$ cat src/rtl/part_74s153_scan.sv
// Scan controller for a dual 4-to-1 selector: steps SEL through all four codes,
// samples both group outputs after a settle delay and presents two 4-bit words.
module part_74s153_scan #(
  parameter int SETTLE = 2
) (
  input  logic       clk,
  input  logic       reset_n,
  input  logic       start,
  input  logic       ack,
  input  logic       g1q,
  input  logic       g2q,
  output logic       sel0,
  output logic       sel1,
  output logic       enb1_n,
  output logic       enb2_n,
  output logic [3:0] g1d,
  output logic [3:0] g2d,
  output logic       busy,
  output logic       valid,
  output logic [1:0] dbg_state
);

  // Handshake: valid rises when a scan completes and holds g1d/g2d steady;
  // the word is consumed at the first clock edge where valid && ack. A start
  // on that same edge launches the next scan with no idle cycle.

  localparam logic [3:0] SETTLE_C = 4'(SETTLE);

  typedef enum logic [1:0] {
    IDLE = 2'd0,
    SCAN = 2'd1,
    DONE = 2'd2
  } state_t;

  state_t     state;
  logic [1:0] sel;
  logic [3:0] cnt;
  logic [2:0] sh1;
  logic [2:0] sh2;

  assign sel0      = sel[0];
  assign sel1      = sel[1];
  assign dbg_state = state;

  always_ff @(posedge clk) begin
    if (!reset_n) begin
      state  <= IDLE;
      sel    <= 2'd0;
      cnt    <= 4'd0;
      sh1    <= 3'd0;
      sh2    <= 3'd0;
      enb1_n <= 1'b1;
      enb2_n <= 1'b1;
      g1d    <= 4'd0;
      g2d    <= 4'd0;
      busy   <= 1'b0;
      valid  <= 1'b0;
    end else begin
      case (state)
        IDLE: begin
          if (start) begin
            state  <= SCAN;
            sel    <= 2'd0;
            cnt    <= 4'd0;
            enb1_n <= 1'b0;
            enb2_n <= 1'b0;
            busy   <= 1'b1;
          end
        end
        SCAN: begin
          if (cnt < SETTLE_C) begin
            cnt <= cnt + 4'd1;
          end else begin
            cnt <= 4'd0;
            sel <= sel + 2'd1;
            case (sel)
              2'd0: begin sh1[0] <= g1q; sh2[0] <= g2q; end
              2'd1: begin sh1[1] <= g1q; sh2[1] <= g2q; end
              2'd2: begin sh1[2] <= g1q; sh2[2] <= g2q; end
              default: begin
                // Last code: publish the whole word at once so no partial
                // result is ever visible on g1d/g2d.
                g1d    <= {g1q, sh1};
                g2d    <= {g2q, sh2};
                valid  <= 1'b1;
                busy   <= 1'b0;
                enb1_n <= 1'b1;
                enb2_n <= 1'b1;
                state  <= DONE;
              end
            endcase
          end
        end
        DONE: begin
          if (ack) begin
            valid <= 1'b0;
            if (start) begin
              state  <= SCAN;
              sel    <= 2'd0;
              cnt    <= 4'd0;
              enb1_n <= 1'b0;
              enb2_n <= 1'b0;
              busy   <= 1'b1;
            end else begin
              state <= IDLE;
            end
          end
        end
        default: state <= IDLE;
      endcase
    end
  end

endmodule

$ cat config.mk
export PLATFORM = sky130hd
export DESIGN_NAME = part_74s153_scan
export DESIGN_NICKNAME = d
export VERILOG_FILES = /design/src/rtl/part_74s153_scan.sv
export SDC_FILE = /design/constraint.sdc
export NUM_CORES = 1
export LEC_CHECK = 0
export ABC_AREA = 1
export BUFFER_PORTS_ARGS = -buffer_cell sky130_fd_sc_hd__buf_2
export CAP_MARGIN = 0
export CORE_UTILIZATION = 48
export CTS_CLUSTER_DIAMETER = 120
export CTS_CLUSTER_SIZE = 20
export DETAILED_ROUTE_END_ITERATION = 6
export GPL_TIMING_DRIVEN = 0
export PLACE_DENSITY = 0.71
export SLEW_MARGIN = 30
export SYNTH_ARGS = -nofsm -noshare
export SYNTH_HDL_FRONTEND = slang
export SYNTH_SLANG_ARGS = --single-unit
$ cat constraint.sdc
create_clock -name clk -period 1.37 [get_ports clk]
set_input_delay 0.2055 -clock clk [delete_from_list [all_inputs] [get_ports clk]]
set_output_delay 0.2055 -clock clk [all_outputs]
set_load 0.05 [all_outputs]
### Word-level counts from Yosys, hierarchy flattened

Index checks and enable logic that the tools add are counted.

| storage, ports and cells | value |
|---|---|
| bits in latches | 0 |
| bits of input ports | 6 |
| bits in read-only memories | 0 |
| memories kept | 0 |
| register bits | 26 |
| memory bits (writable) | 0 |
| output and inout port bits | 16 |

| operators by class | value |
|---|---|
| bitwise logic cells | 2 |
| div/mod/pow operators | 0 |
| magnitude comparators | 1 |
| multiply operators | 0 |
| $add $sub $neg | 2 |
| shift operators | 0 |
| reductions and logical operators | 14 |
| equality and inequality tests | 8 |
| muxes and demuxes | 29 |

Operators by type and width:

| operator | number |
|---|---|
| 3-bit AND reduction | 5 |
| 2-bit 2-to-1 mux | 7 |
| 1-bit 2-to-1 mux | 12 |
| 4-bit 2-to-1 mux | 3 |
| 2-bit one-hot mux with 3 select lines | 2 |
| 4-bit one-hot mux with 3 select lines | 1 |
| 4-bit AND reduction | 3 |
| 1-bit one-hot mux with 3 select lines | 3 |
| 2-bit inequality test, second input constant | 4 |
| 4-bit by 1-bit adder with 4-bit output, second input constant | 1 |
| 2-bit by 1-bit == test with 1-bit output, second input constant | 2 |
| 2-bit == test, second input constant | 2 |
| 2-bit logical NOT | 2 |
| 4-bit by 2-bit < comparator with 1-bit output, second input constant | 1 |
| 3-bit nonzero test | 1 |
| 3-bit OR reduction | 1 |
| 2-bit by 1-bit adder with 2-bit output, second input constant | 1 |
| 1-bit NOT | 2 |
| 1-bit one-hot mux with 2 select lines | 1 |
| 2-bit AND reduction | 1 |
| 2-bit nonzero test | 1 |

### Longest topological paths before layout

Gate-level depths: netlist of run 1.

| depth | value |
|---|---|
| depth after elaboration | 5 |
| mapped depth | 8 |

### Least setup slack after synthesis of run 1

Ideal clock, no wire load.

| path | value |
|---|---|
| path kind | reg-to-reg |
| from | register sel[0] |
| to | register state[0] (netlist: dbg_state[0]) |
| path slack | -0.244 ns |
| period minus slack after synthesis | 1.614 ns |
| data required time | 1.259 ns |
| buffers on the path | 0 |
| setup time | 0.111 ns |
| stages on the path, launching flop included | 7 |
| data arrival time | 1.502 ns |
| cells stage by stage | dfxtp_1 -> ha_1 -> inv_1 -> nand2_1 -> nand4_1 -> nand3_1 -> inv_1 |

| on the way | value |
|---|---|
| cells in the longest elaborated chain, start to end | 4 |
| elaborated cells between the ends (all ways) | 6 |
| those cells by class | 3 x eq/ne; 3 x reduce/logical |

Ends and longest elaborated chain:

| element | RTL line | RTL |
|---|---|---|
| start, declared | 36 | `logic [1:0] sel;` |
| start signal, assigned | 75 | `sel <= sel + 2'd1;` |
| 2-bit == test, or another cell as far along | 76 | `case (sel)` |
| 3-bit OR reduction (no line) * | n/a |  |
| 2-bit inequality test (no line) * | n/a |  |
| 4-bit AND reduction (no line) * | n/a |  |
| end signal, assigned | 89 | `state <= DONE;` |
| end signal, assigned | 98 | `state <= SCAN;` |
| end signal, assigned | 105 | `state <= IDLE;` |
| end, declared | 35 | `state_t state;` |

Mark *: on every way between the ends. The rest lies on a longest branch, timed or not.
A chain may end at the register's enable or synchronous reset.

### Worst setup path after layout of run 1

| path | value |
|---|---|
| from | register state[1] (netlist: dbg_state[1]) |
| to | output dbg_state[1] |

RTL lines:

| element | RTL line | RTL |
|---|---|---|
| start signal, assigned | 47 | `state <= IDLE;` |
| start signal, assigned | 62 | `state <= SCAN;` |
| start signal, assigned | 89 |  |
| end, declared | 20 | `output logic [1:0] dbg_state` |

No word-level cell between the ends.

==> results of run 1 <==
metal layers:
layer	up-vias	GRT usage [%]	part of all wire, %
li1	498	-	-
met1	436	21.03	46
met2	13	33.78	50
met3	6	2.778	2.4
met4	0	7.143	1.6
met5	-	0	0
power by group through the flow:
stage | combinational, mW | clock (mW) | sequential [mW]
global route | 0.207 | 0.361 | 0.764
detailed placement | 0.190 | 0 | 0.777
floorplan | 0.108 | 0 | 0.813
finish | 0.190 | 0.322 | 0.761
CTS | 0.191 | 0.330 | 0.761
global placement | 0.186 | 0 | 0.776
cells in the mapped netlist (all sizes together):
master,instances
a21oi,6
buf,1
clkbuf,2
dfxtp,25
ha,5
inv,16
nand2,24
nand3,4
nand4,2
nor2,40
nor3,1
o21ai,16
how the worst min path moves through the flow:
stage	start	depth (start not counted)	slack (ns)	endpoint
6_report	g2q	3	0.16	sh2[1]
5_1_grt	g2q	3	0.17	sh2[2]
4_1_cts	g2q	3	0.15	sh2[1]
3_5_place_dp	busy	2	0.45	busy
3_3_place_gp	cnt[3]	2	0.43	cnt[3]
2_1_floorplan	g1q	2	0.34	g1d[3]
timing repair:
| action | CTS | global route |
|---|---|---|
| hold endpoints to repair | 0 | 0 |
| gates resized for setup | 0 | 2 |
| endpoints found under the setup margin | 0 | 10 |
layout make-up:
type / instances / area [sq um]
clock inverters: 1 / 5.005
plain buffers: 3 / 15.01
multi-input cells: 98 / 529.3
repair buffers: 20 / 100.1
well taps: 27 / 33.78
fillers: 202 / 787.0
clock buffers: 3 / 22.52
flip-flops and latches: 25 / 504.2
inverters: 16 / 65.06
sequential cells by signal (all words and copies together) (netlist names):
name	flops
g1d	4
sh1	3
enb1_n	1
sel	2
g2d	4
cnt	4
busy	1
dbg_state	2
sh2	3
valid	1
cell families (layout without fill, tap and decap cells):
logic type      after synthesis  count (layout)
flops                        25              25
compound gates               22              22
fa+ha+maj                     5               5
simple gates                 71              71
buf+inv                      19              43
==> tab_implementation.tex, run 1 <==
\begin{tabular}{lr}
\hline
Metric & Value \\
\hline
\multicolumn{2}{l}{\textbf{Synthesis}} \\
Post-Syn Instances & 142 \\
Syn Nets & 153 \\
Number of different library cells in the post-synthesis netlist & 21 \\
Complex-gate fraction of the synthesized area & 10.38\% \\
Average instance area after synthesis & 7.727 sq um \\
Share of synthesized area spent on multiplexers & 0\% \\
Synthesized-area fraction occupied by xor and xnor cells & 0\% \\
Number of warnings issued by yosys & 0 \\
Register area share after synthesis & 45.61\% \\
Main combinational cell family by area after synthesis & simple AND/OR/NAND/NOR gates \\
Largest cells by area after synthesis & sky130\_fd\_sc\_hd\_\_dfxtp\_1 (46\%), sky130\_fd\_sc\_hd\_\_nor2\_1 (13\%), sky130\_fd\_sc\_hd\_\_o21ai\_0 (7.3\%) \\
Share of synthesized cell area in full adder, half adder and majority cells & 5.701\% \\
Number of storage elements in the synthesis netlist & 25 \\
Area share of the leading cell type in the synthesized netlist & 45.61\% \\
Post-synth design cell area & 0.001097 sq mm \\
Post-synthesis share of cell area spent on and, or, nand and nor gates & 31.01\% \\
Cell type with the largest total area after synthesis & sky130\_fd\_sc\_hd\_\_dfxtp\_1 \\
\multicolumn{2}{l}{\textbf{Routing}} \\
First-pass detailed-route iteration total & 4 \\
Initial drt markers & 10 \\
Average vias per placed instance & 4.938 \\
Vias post-DR & 953 \\
Antenna viol nets, final & 0 \\
Wire length per cell after detailed routing & 10.79 microns \\
Routed WL & 2083 microns \\
DRC violations left & 0 \\
\multicolumn{2}{l}{\textbf{Floorplan}} \\
I/O pin cnt & 22 \\
Die height & 49.81 microns \\
Die footprint & 0.002481 sq mm \\
Floorplan Core Area & 0.002062 sq mm \\
Initial standard-cell utilization of the core & 53.22\% \\
Rows & 16 \\
Chip Width & 49.81 microns \\
\multicolumn{2}{l}{\textbf{Clock tree}} \\
CTS tree & done \\
CTS H-tree depth & 1 \\
\# Post-CTS Setup Buffers & 0 \\
Number of buffers added by the clock tree synthesis step & 3 \\
Clock latency on the worst-skew pair & 0.31 ns \\
Clock tree sinks & 25 \\
Clock-pin slew of the registers on the worst-case setup and hold paths & 0.13 ns \\
Number of buffers on the longest clock path & 2 \\
CTS root buf & sky130\_fd\_sc\_hd\_\_clkbuf\_4 \\
Number of buffers inserted by hold repair at cts & 0 \\
\multicolumn{2}{l}{\textbf{Setup path}} \\
Reg2reg setup slack & 0.20 ns \\
Worst reg2reg path depth & 5 \\
Startpoint type of the worst setup path & flop \\
Worst Path Max Fanout & 4 \\
Crit Reg-Reg Startpoint & sel[0] \\
Worst Setup EP & dbg\_state[1] \\
Cells traversed along the worst timing path & buf\_2 \\
Number of buffer and inverter stages on the critical path & 1 \\
Worst endpoint data arrival time & 1.10 ns \\
Crit path required time & 1.16 ns \\
Cell class contributing the biggest share of worst-path delay & flip-flops \\
Crit. End Element & output port \\
Worst reg2reg endpoint & g2d[3] \\
Standard cell with the maximum stage delay on the critical path & sky130\_fd\_sc\_hd\_\_dfxtp\_1 \\
Class of the most critical setup path & reg2out \\
Worst path max stage delay & 0.47 ns \\
Critical Path Start & dbg\_state[1] \\
Total number of cells along the worst setup path & 1 \\
\multicolumn{2}{l}{\textbf{STA}} \\
Slew Limit Fails & 0 \\
Worst relative slew slack & 65.31\% \\
Final-report hold violation count & 0 \\
Final worst setup slack & 0.06623 ns \\
Final setup TNS & 0 ns \\
RSZ-0062 raised after global routing & no \\
Final setup viols & 0 \\
Setup clock skew after layout & 0.001436 ns \\
Final-layout worst hold slack & 0.1569 ns \\
Final period utilization & 95.17\% \\
Final Critical Period & 1.304 ns \\
Worst slew pin tran & 0.5204 ns \\
Maximum clock rate & 0.7670 GHz \\
\multicolumn{2}{l}{\textbf{Place}} \\
Area after detailed placement & 0.001235 sq mm \\
Final HPWL from detailed placement & 1555 microns \\
Count of input and output buffers & 20 \\
Total instance count after detailed placement & 189 \\
Placer congestion estimate & 0.8315 \\
Setup WS pre-CTS & 0.08972 ns \\
\multicolumn{2}{l}{\textbf{Finish}} \\
Area overhead of the layout relative to synthesis & 16.19\% \\
Most common cell after layout, fill and taps aside & sky130\_fd\_sc\_hd\_\_nor2\_1 \\
Post-route non-filler standard cell count & 193 \\
Finished layout cell area & 0.001275 sq mm \\
Commonest cells after routing, fill and taps aside & sky130\_fd\_sc\_hd\_\_nor2\_1 (38), sky130\_fd\_sc\_hd\_\_dfxtp\_1 (22), sky130\_fd\_sc\_hd\_\_nand2\_1 (20), sky130\_fd\_sc\_hd\_\_buf\_2 (20), sky130\_fd\_sc\_hd\_\_o21ai\_0 (16) \\
Post-layout net count & 178 \\
Antenna Cells & 0 \\
Layout cell share with drive strength beyond 1 & 24.10\% \\
Final design utilization & 61.83\% \\
\multicolumn{2}{l}{\textbf{GRT}} \\
Vias in the first global route & 855 \\
Remaining Overflow, GRT & 0 \\
Global-route wire length before repair & 3470 microns \\
Antenna violations before repair & 0 \\
Maximum number of pins on one net before global-route repair & 15 \\
Total routing usage reported by global routing & 18.41\% \\
\multicolumn{2}{l}{\textbf{Power and ir drop}} \\
Switching Share & 28.59\% \\
IR drop worst, VDD & 637.0 uV \\
Share of total power in the clock network & 25.3\% \\
Sequential share of power & 59.7\% \\
Internal cell power & 909.0 uW \\
Power Total & 1.273 mW \\
Power density over the cells & 998.4 mW/mm\^{}2 \\
Switch Pwr & 363.9 uW \\
Leakage component of the power & 0.6529 nW \\
Combinational power share & 14.9\% \\
\multicolumn{2}{l}{\textbf{Worst hold path}} \\
Hold Crit Class & in2reg \\
\multicolumn{2}{l}{\textbf{Outcome}} \\
Run status & finished, final reports clean \\
\multicolumn{2}{l}{\textbf{Job}} \\
Max-Cap Viols & 0 \\
\hline
\end{tabular}
Power figures use the tool's default switching activity.
==> inputs of run 2 (changes only) <==
--- a/config.mk
+++ b/config.mk
@@ -8,11 +8,13 @@
 export ABC_AREA = 1
 export BUFFER_PORTS_ARGS = -buffer_cell sky130_fd_sc_hd__buf_2
 export CAP_MARGIN = 0
+export CORE_MARGIN = 2
 export CORE_UTILIZATION = 48
 export CTS_CLUSTER_DIAMETER = 120
 export CTS_CLUSTER_SIZE = 20
 export DETAILED_ROUTE_END_ITERATION = 6
 export GPL_TIMING_DRIVEN = 0
+export MAX_ROUTING_LAYER = met4
 export PLACE_DENSITY = 0.71
 export SLEW_MARGIN = 30
 export SYNTH_ARGS = -nofsm -noshare
==> tab_implementation.tex, run 2 (same netlist as run 1, synthesis figures left out) <==
\begin{tabular}{lr}
\hline
Metric & Value \\
\hline
\multicolumn{2}{l}{\textbf{Outcome}} \\
Run status & finished, final reports clean \\
\multicolumn{2}{l}{\textbf{Setup path}} \\
Worst Path Max Fanout & 4 (unchanged) \\
Cells traversed along the worst timing path & buf\_2 \\
Worst reg2reg path depth & 5 (unchanged) \\
Crit path required time & 1.16 ns (about the same) \\
Total number of cells along the worst setup path & 1 (unchanged) \\
Reg2reg setup slack & 0.14 ns (-0.06 ns) \\
Class of the most critical setup path & reg2out \\
Worst endpoint data arrival time & 1.13 ns (+0.03 ns) \\
Number of buffer and inverter stages on the critical path & 1 (unchanged) \\
Standard cell with the maximum stage delay on the critical path & sky130\_fd\_sc\_hd\_\_dfxtp\_1 \\
Crit. End Element & output port \\
Crit Reg-Reg Startpoint & sel[0] \\
Worst reg2reg endpoint & g2d[3] \\
Startpoint type of the worst setup path & flop \\
Worst path max stage delay & 0.48 ns (about the same) \\
Cell class contributing the biggest share of worst-path delay & flip-flops \\
\multicolumn{2}{l}{\textbf{Worst hold path}} \\
Hold EP & sh2[0] \\
Number of cells traversed by the worst hold path & 3 (unchanged) \\
Hold Crit Class & in2reg \\
HP Start & g2q \\
\multicolumn{2}{l}{\textbf{GRT}} \\
Met3 Track Usage GR & 2.586\% (-0.19 points) \\
Met2 Use GR & 30.98\% (-2.8 points) \\
Total routing usage reported by global routing & 19.47\% (+1.1 points) \\
Remaining Overflow, GRT & 0 (unchanged) \\
Maximum number of pins on one net before global-route repair & 15 (unchanged) \\
Vias in the first global route & 908 (+6.2\%) \\
Global-route wire length before repair & 3726 microns (+7.4\%) \\
Layer with the highest usage & met2 \\
Met1 usage & 23.15\% (+2.1 points) \\
Antenna violations before repair & 0 (unchanged) \\
\multicolumn{2}{l}{\textbf{Clock tree}} \\
CTS H-tree depth & 1 (unchanged) \\
\# Post-CTS Setup Buffers & 0 (unchanged) \\
Clock tree sinks & 25 (unchanged) \\
Number of buffers on the longest clock path & 2 (unchanged) \\
CTS tree & done \\
Clock-pin slew of the registers on the worst-case setup and hold paths & 0.14 ns (about the same) \\
Clock latency on the worst-skew pair & 0.32 ns (about the same) \\
Number of buffers added by the clock tree synthesis step & 3 (unchanged) \\
CTS root buf & sky130\_fd\_sc\_hd\_\_clkbuf\_4 \\
\multicolumn{2}{l}{\textbf{Floorplan}} \\
Die height & 51.81 microns (+4.0\%) \\
Rows & 17 (+1) \\
Die footprint & 0.002684 sq mm (+8.2\%) \\
I/O pin cnt & 22 (unchanged) \\
Initial standard-cell utilization of the core & 50.09\% (-3.1 points) \\
Chip Width & 51.81 microns (+4.0\%) \\
Floorplan Core Area & 0.002191 sq mm (+6.2\%) \\
\multicolumn{2}{l}{\textbf{Routing}} \\
First-pass detailed-route iteration total & 4 (unchanged) \\
Initial drt markers & 20 (+10) \\
Routed WL & 2109 microns (+1.2\%) \\
Vias post-DR & 953 (unchanged) \\
DRC violations left & 0 (unchanged) \\
Wire length per cell after detailed routing & 10.87 microns (+0.73\%) \\
Average vias per placed instance & 4.912 (-0.52\%) \\
Antenna viol nets, final & 0 (unchanged) \\
\multicolumn{2}{l}{\textbf{Place}} \\
Placer congestion estimate & 0.7872 (-5.3\%) \\
Count of input and output buffers & 20 (unchanged) \\
Area after detailed placement & 0.001236 sq mm (+0.10\%) \\
Final HPWL from detailed placement & 1570 microns (+0.96\%) \\
Total instance count after detailed placement & 190 (+0.53\%) \\
\multicolumn{2}{l}{\textbf{Power and ir drop}} \\
Leakage component of the power & 0.6531 nW (about the same) \\
IR drop worst, VDD & 598.2 uV (-6.1\%) \\
Power Total & 1.279 mW (+0.45\%) \\
Power density over the cells & 1008 mW/mm\^{}2 (+0.95\%) \\
\multicolumn{2}{l}{\textbf{STA}} \\
Slew Limit Fails & 0 (unchanged) \\
Final period utilization & 97.17\% (+2.0 points) \\
RSZ-0062 raised after global routing & no \\
Maximum clock rate & 0.7512 GHz (-2.1\%) \\
Final Critical Period & 1.331 ns (+0.02744 ns) \\
Final setup viols & 0 (unchanged) \\
Setup clock skew after layout & 0.008333 ns (+0.006896 ns) \\
Final-report hold violation count & 0 (unchanged) \\
Worst relative slew slack & 68.90\% (+3.6 points) \\
Worst slew pin tran & 0.4665 ns (-0.05389 ns) \\
\multicolumn{2}{l}{\textbf{Finish}} \\
Commonest cells after routing, fill and taps aside & sky130\_fd\_sc\_hd\_\_nor2\_1 (38), sky130\_fd\_sc\_hd\_\_dfxtp\_1 (22), sky130\_fd\_sc\_hd\_\_nand2\_1 (20), sky130\_fd\_sc\_hd\_\_buf\_2 (20), sky130\_fd\_sc\_hd\_\_o21ai\_0 (16) \\
Area overhead of the layout relative to synthesis & 15.62\% \\
Top flop regs & cnt x4, g1d x4, g2d x4 \\
Antenna Cells & 0 (unchanged) \\
Most common cell after layout, fill and taps aside & sky130\_fd\_sc\_hd\_\_nor2\_1 \\
Filler Cell Count & 206 (+2.0\%) \\
Layout cell share with drive strength beyond 1 & 24.10\% (unchanged) \\
Post-layout net count & 178 (unchanged) \\
Post-route non-filler standard cell count & 194 (+0.52\%) \\
Finished layout cell area & 0.001269 sq mm (-0.49\%) \\
\multicolumn{2}{l}{\textbf{Job}} \\
Max-Cap Viols & 0 (unchanged) \\
\hline
\end{tabular}
-- run 2: how the worst max path moves through the flow --
stage | end | from | slack (ns)
2_1_floorplan | dbg_state[0] | sel[0] | -0.03
3_3_place_gp | dbg_state[0] | sel[0] | 0.12
3_5_place_dp | g2d[3] | sel[0] | 0.07
4_1_cts | g2d[3] | sel[0] | 0.03
5_1_grt | dbg_state[1] | dbg_state[1] | 0.006
6_report | dbg_state[1] | dbg_state[1] | 0.04
-- run 2: repair_timing --
action                                 4_1_cts  5_1_grt
endpoints found under the hold margin        0        0
hold buffers                                 0        0
setup endpoints to repair                    0       11
resized for setup                            0        2
-- run 2: per-stage QoR --
| step | utilization (%) | TNS, ns | worst slack (ns) | hold slack (ns) |
|---|---|---|---|---|
| floorplan | - | -0.02864 | -0.02864 | 0.3404 |
| CTS | 57.68 | 0 | 0.02852 | 0.1464 |
| finish | 57.91 | 0 | 0.03879 | 0.1498 |
| global route | 57.91 | 0 | 0.005990 | 0.1528 |
| global placement | 56.42 | 0 | 0.1153 | 0.4301 |
| detailed placement | 56.42 | 0 | 0.07128 | 0.4341 |
-- run 2: area by class of cell --
class                   instances  area (sq um)  share of cell area, %
multi-input cells              98         519.2                  40.93
flip-flops and latches         25         506.7                  39.94
repair buffers                 20         100.1                  7.890
inverters                      16         65.06                  5.128
well taps                      28         35.03                  2.761
clock buffers                   3         22.52                  1.775
plain buffers                   3         15.01                  1.183
clock inverters                 1         5.005                 0.3945
-- run 2: per-layer routing --
metal	vias to the layer above	share of wire (%)
li1	498	-
met1	433	47
met2	17	47
met3	5	3.1
met4	0	2.5
met5	-	0
-- run 2: report_power, final --
| group | internal [mW] | switching, mW | total, mW |
|---|---|---|---|
| Clock | 0.110 | 0.220 | 0.330 |
| Sequential | 0.746 | 0.0139 | 0.760 |
| Combinational | 0.0526 | 0.137 | 0.189 |
| Total | 0.908 | 0.371 | 1.28 |
